[src/rtl/pipelined_reduce_gate.sv]
// pipelined_reduce_gate
//   Multi-lane, mode-selectable bitwise reduction gate (a generalised NOR).
//   Each of CHANNELS lanes reduces a WIDTH-bit slice of in_data to one bit
//   using the function picked by mode. A two-stage valid/ready pipeline
//   (S1 operand register, S2 result register) gives one beat per cycle.
//   The block also counts non-zero result beats and flags reserved modes.
//
// Ports
//   clk        rising-edge clock
//   aresetn    asynchronous active-low reset
//   in_valid   input beat valid
//   in_ready   pipeline can accept a beat this cycle (combinational)
//   in_data    lane operands, lane ch at [ch*WIDTH +: WIDTH]
//   mode       0 NOR, 1 OR, 2 AND, 3 NAND, 4 XOR, 5 XNOR, 6-7 reserved
//   out_valid  result beat valid
//   out_ready  downstream accepts result
//   out_data   per-lane reduction result
//   cnt_clr    synchronous clear of hit_cnt and mode_err
//   hit_cnt    saturating count of handshaken results with out_data != 0
//   mode_err   sticky flag: a reserved mode reached S2
module pipelined_reduce_gate #(
  parameter int unsigned WIDTH    = 2,
  parameter int unsigned CHANNELS = 4,
  parameter int unsigned CNT_W    = 8
) (
  input  logic                      clk,
  input  logic                      aresetn,
  input  logic                      in_valid,
  output logic                      in_ready,
  input  logic [CHANNELS*WIDTH-1:0] in_data,
  input  logic [2:0]                mode,
  output logic                      out_valid,
  input  logic                      out_ready,
  output logic [CHANNELS-1:0]       out_data,
  input  logic                      cnt_clr,
  output logic [CNT_W-1:0]          hit_cnt,
  output logic                      mode_err
);

  localparam int unsigned DATA_W = CHANNELS * WIDTH;
  localparam logic [CNT_W-1:0] CNT_MAX = '1;

  localparam logic [2:0] MODE_NOR  = 3'd0;
  localparam logic [2:0] MODE_OR   = 3'd1;
  localparam logic [2:0] MODE_AND  = 3'd2;
  localparam logic [2:0] MODE_NAND = 3'd3;
  localparam logic [2:0] MODE_XOR  = 3'd4;
  localparam logic [2:0] MODE_XNOR = 3'd5;

  logic              s1_valid;
  logic [DATA_W-1:0] s1_data;
  logic [2:0]        s1_mode;

  logic                s2_free_c;
  logic                xfer_c;
  logic                accept_c;
  logic                consume_c;
  logic                mode_rsvd_c;
  logic [CHANNELS-1:0] reduced_c;
  logic [WIDTH-1:0]    lane_c;

  // Handshake and advance qualifiers
  assign s2_free_c   = !out_valid || out_ready;
  assign xfer_c      = s1_valid && s2_free_c;
  assign in_ready    = aresetn && (!s1_valid || s2_free_c);
  assign accept_c    = in_valid && in_ready;
  assign consume_c   = out_valid && out_ready;
  assign mode_rsvd_c = s1_mode[2] && s1_mode[1];

  // Per-lane reduction of the S1 operands
  always_comb begin
    reduced_c = '0;
    lane_c    = '0;
    for (int unsigned ch = 0; ch < CHANNELS; ch++) begin
      lane_c = s1_data[ch*WIDTH +: WIDTH];
      unique case (s1_mode)
        MODE_NOR:  reduced_c[ch] = ~|lane_c;
        MODE_OR:   reduced_c[ch] =  |lane_c;
        MODE_AND:  reduced_c[ch] =  &lane_c;
        MODE_NAND: reduced_c[ch] = ~&lane_c;
        MODE_XOR:  reduced_c[ch] =  ^lane_c;
        MODE_XNOR: reduced_c[ch] = ~^lane_c;
        default:   reduced_c[ch] = 1'b0;
      endcase
    end
  end

  // Stage 1: operand capture; a same-cycle accept refills a departing slot
  always_ff @(posedge clk or negedge aresetn) begin
    if (!aresetn) begin
      s1_valid <= 1'b0;
      s1_data  <= '0;
      s1_mode  <= '0;
    end else begin
      if (accept_c) begin
        s1_valid <= 1'b1;
        s1_data  <= in_data;
        s1_mode  <= mode;
      end else if (xfer_c) begin
        s1_valid <= 1'b0;
      end
    end
  end

  // Stage 2: result register, held while stalled
  always_ff @(posedge clk or negedge aresetn) begin
    if (!aresetn) begin
      out_valid <= 1'b0;
      out_data  <= '0;
    end else begin
      if (xfer_c) begin
        out_valid <= 1'b1;
        out_data  <= reduced_c;
      end else if (consume_c) begin
        out_valid <= 1'b0;
      end
    end
  end

  // Hit counter and sticky reserved-mode flag; clear has priority
  always_ff @(posedge clk or negedge aresetn) begin
    if (!aresetn) begin
      hit_cnt  <= '0;
      mode_err <= 1'b0;
    end else if (cnt_clr) begin
      hit_cnt  <= '0;
      mode_err <= 1'b0;
    end else begin
      if (consume_c && (|out_data) && (hit_cnt != CNT_MAX)) begin
        hit_cnt <= hit_cnt + CNT_W'(1);
      end
      if (xfer_c && mode_rsvd_c) begin
        mode_err <= 1'b1;
      end
    end
  end

endmodule

[config.mk]
export PLATFORM = sky130hd
export DESIGN_NAME = pipelined_reduce_gate
export DESIGN_NICKNAME = d
export VERILOG_FILES = /design/src/rtl/pipelined_reduce_gate.sv
export SDC_FILE = /design/constraint.sdc
export NUM_CORES = 1
export LEC_CHECK = 0
export ABC_AREA = 0
export BUFFER_PORTS_ARGS = -buffer_cell sky130_fd_sc_hd__buf_2
export CAP_MARGIN = 10
export CORE_MARGIN = 3
export CORE_UTILIZATION = 48
export DETAILED_ROUTE_END_ITERATION = 16
export PLACE_DENSITY = 0.75
export SLEW_MARGIN = 25
export SYNTH_ARGS = -nofsm -noshare
export SYNTH_HDL_FRONTEND = slang
export SYNTH_SLANG_ARGS = --single-unit
[constraint.sdc]
create_clock -name clk -period 1.65 [get_ports clk]
set_clock_uncertainty 0.05 [all_clocks]
set_input_delay 0.2475 -clock clk [delete_from_list [all_inputs] [get_ports clk]]
set_output_delay 0.2475 -clock clk [all_outputs]
set_load 0.02 [all_outputs]
==> flow_summary.ini <==
[timing]
period_minus_slack_ns = 1.66
fmax_mhz = 604
slew_headroom = 0.720
rsz0062_at_grt = yes
fin_ws_ns = -0.00552
slew_viol_final = 0
fin_tns_setup_ns = -0.00552
hold_ws_ns = 0.0694
hold_viol_final = 0
worst_pin_slew_ns = 0.420
layout_worst_path_cycle_share = 1.00
setup_viol = 1

[synth]
synth_ff_type = dfrtp_1
async_flop_share = 1.00
postSynthCellCount = 127
yosysWarnings = 0
synthTopCellsByArea = dfrtp_1 (46%), mux2_1 (8.7%), ha_1 (7.9%)
synth_top_area_frac = 0.457
syn-num-nets = 152
yosys.area.top_type = dfrtp_1
syn-cell-area_um2 = 1420
ys_types = 30
synth_area_per_cell_um2 = 11.2
ys_seq_area_frac = 0.457
ys_seq_elements = 26
synth_edf_count = 0

[status]
outcome = complete, but fails checks
failed_checks = setup timing

[clock_tree]
clk_path_buf_depth = 2
cts_tree = built
htree_num_levels = 1
clock-sinks = 26
insertion_delay_ns = 0.32
path_clk_slew_ns = 0.15
cts_buffers = 3
cts-root-buf = clkbuf_4

[layout]
antenna-diode-count = 0
drive_gt1_frac = 0.386
final_core_util = 0.671
num-fill-cells = 227
fin_nets = 202
syn2layout_area_growth_pct = 31.1

[routing]
firstDrtPassIters = 4
num_vias = 1128
via_per_inst = 5.45
antenna_left = 0
first_iter_violations = 50
wl_per_cell_um = 15.4
drc = 0
routed_wl_um = 3190

[place]
pre_cts_slack_ns = -0.0506
hpwlAfterDp_um = 2210
gp_congestion = 0.829
portBuffers = 30

[global_route]
grt_max_degree = 27
grt_overflow = 0
antenna_found_initial = 0
grt_pass1_wl_um = 4970
grt_pass1_vias = 1129
grt_usage = 0.179

[power_and_ir_drop]
pwr_density_cell_nw_per_um2 = 994
ir_worst_vdd_mv = 0.689
p_total_mw = 1.85
p_leak_nw = 0.917

[floorplanning]
core_um2 = 2780
fp.dieW_um = 60.4
die_h_um = 60.4
placementRows = 19
start_util = 0.511
ioPinCount = 31
design.die.area_um2 = 3650

[worst_setup_path]
crit_fanout = 5
end_kind = flop
worst-setup-path-type = flop to flop
arrival_ns = 1.83
required_ns = 1.82
cp-start-kind = flop

[run]
maxCapViolations = 0

[min_path]
hold_class = primary input to flop
## sequential cells by signal, summed over array words and instances, names as in the netlist
signal,cells
hit_cnt,8
out_valid,1
s1_valid,1
mode_err,1
s1_data,8
out_data,4
s1_mode,3
## synth_stat cells (3+ instances only)
cell type / number
dfrtp_1: 26
mux2_1: 11
nand2_1: 10
ha_1: 9
inv_1: 9
xor2_1: 9
a21oi_1: 5
mux2i_1: 5
a2bb2oi_1: 4
nand3_1: 4
nor2_1: 4
o21ai_0: 4
o21ai_1: 3
or3_1: 3
## cells by family after synthesis
| group | share of synthesized area |
|---|---|
| adders and majority gates | 0.0792 |
| DFF | 0.457 |
| muxes | 0.122 |
| buffers and inverters | 0.0492 |
| AOI/OAI and AO/OA | 0.0941 |
| xor gates and xnor gates | 0.0554 |
| and+or+nand+nor | 0.142 |
## power by group
| group | switching, mW | total [mW] | leakage [nW] | internal (mW) |
|---|---|---|---|---|
| Clock | 0.182 | 0.277 | 0.0150 | 0.0944 |
| Combinational | 0.348 | 0.732 | 0.576 | 0.384 |
| Sequential | 0.107 | 0.845 | 0.326 | 0.738 |
## cell usage in the layout (no fill, tap or decap), types with 2 or more instances in the layout
cell / count
nand3_1: 2
dfrtp_2: 3
a21oi_1: 4
a2bb2oi_1: 4
clkbuf_4: 3
o21ai_0: 4
nand2_1: 10
buf_6: 3
dfrtp_1: 23
mux2_1: 11
inv_1: 9
o2111ai_4: 2
nand2b_1: 2
or3_1: 3
mux2i_1: 5
or4_4: 3
o21ai_1: 3
buf_4: 14
buf_2: 30
xor2_1: 8
ha_1: 8
nor2_1: 4
## through the flow
step,instances,instance area (um^2)
CTS,206,1800
detailed placement,196,1690
global placement,196,1690
floorplan,127,1430
global route,207,1870
finish,207,1870
## final cells by class
type	count	area, um^2	share of cell area
timing repair buffer	49	319	0.171
tap	31	38.8	0.0208
inverter	9	33.8	0.0181
clock buffer	4	26.3	0.0141
multi-input combinational	88	793	0.425
sequential	26	654	0.351
## timing repair
item / CTS / global route
setup endpoints to repair: 5 / 6
setup buffers: 4 / 1
gates resized for setup: 3 / 11
hold buffers: 1 / 0
gates cloned: 1 / 0
endpoints found under the hold margin: 26 / 0
pin swaps: 1 / 3
## worst paths after layout
check | startpoint | to | slack (ns) | cells past startpoint
max in group asynchronous | aresetn | s1_data[1] | 0.86 | 3
max reg2reg | out_data[0] | hit_cnt[1] | -0.006 | 5
min reg2reg | s1_data[4] | s1_data[4] | 0.48 | 1
min in group asynchronous | aresetn | hit_cnt[5] | 0.41 | 3
min | mode[2] | s1_mode[2] | 0.07 | 2
max | out_data[0] | hit_cnt[1] | -0.006 | 5
## worst max-delay path, stage by stage, from the launching register on
cell,delay [ns]
dfrtp_1,0.41
or4_4,0.59
o2111ai_4,0.13
buf_6,0.14
mux2i_1,0.18
nor2_1,0.06
## layer usage
metal	GRT usage	routed length, um
met1	0.223	1310
met2	0.329	1740
met3	0.0191	120
met4	0.0464	20
met5	0	0
(Power assumes the default switching activity.)
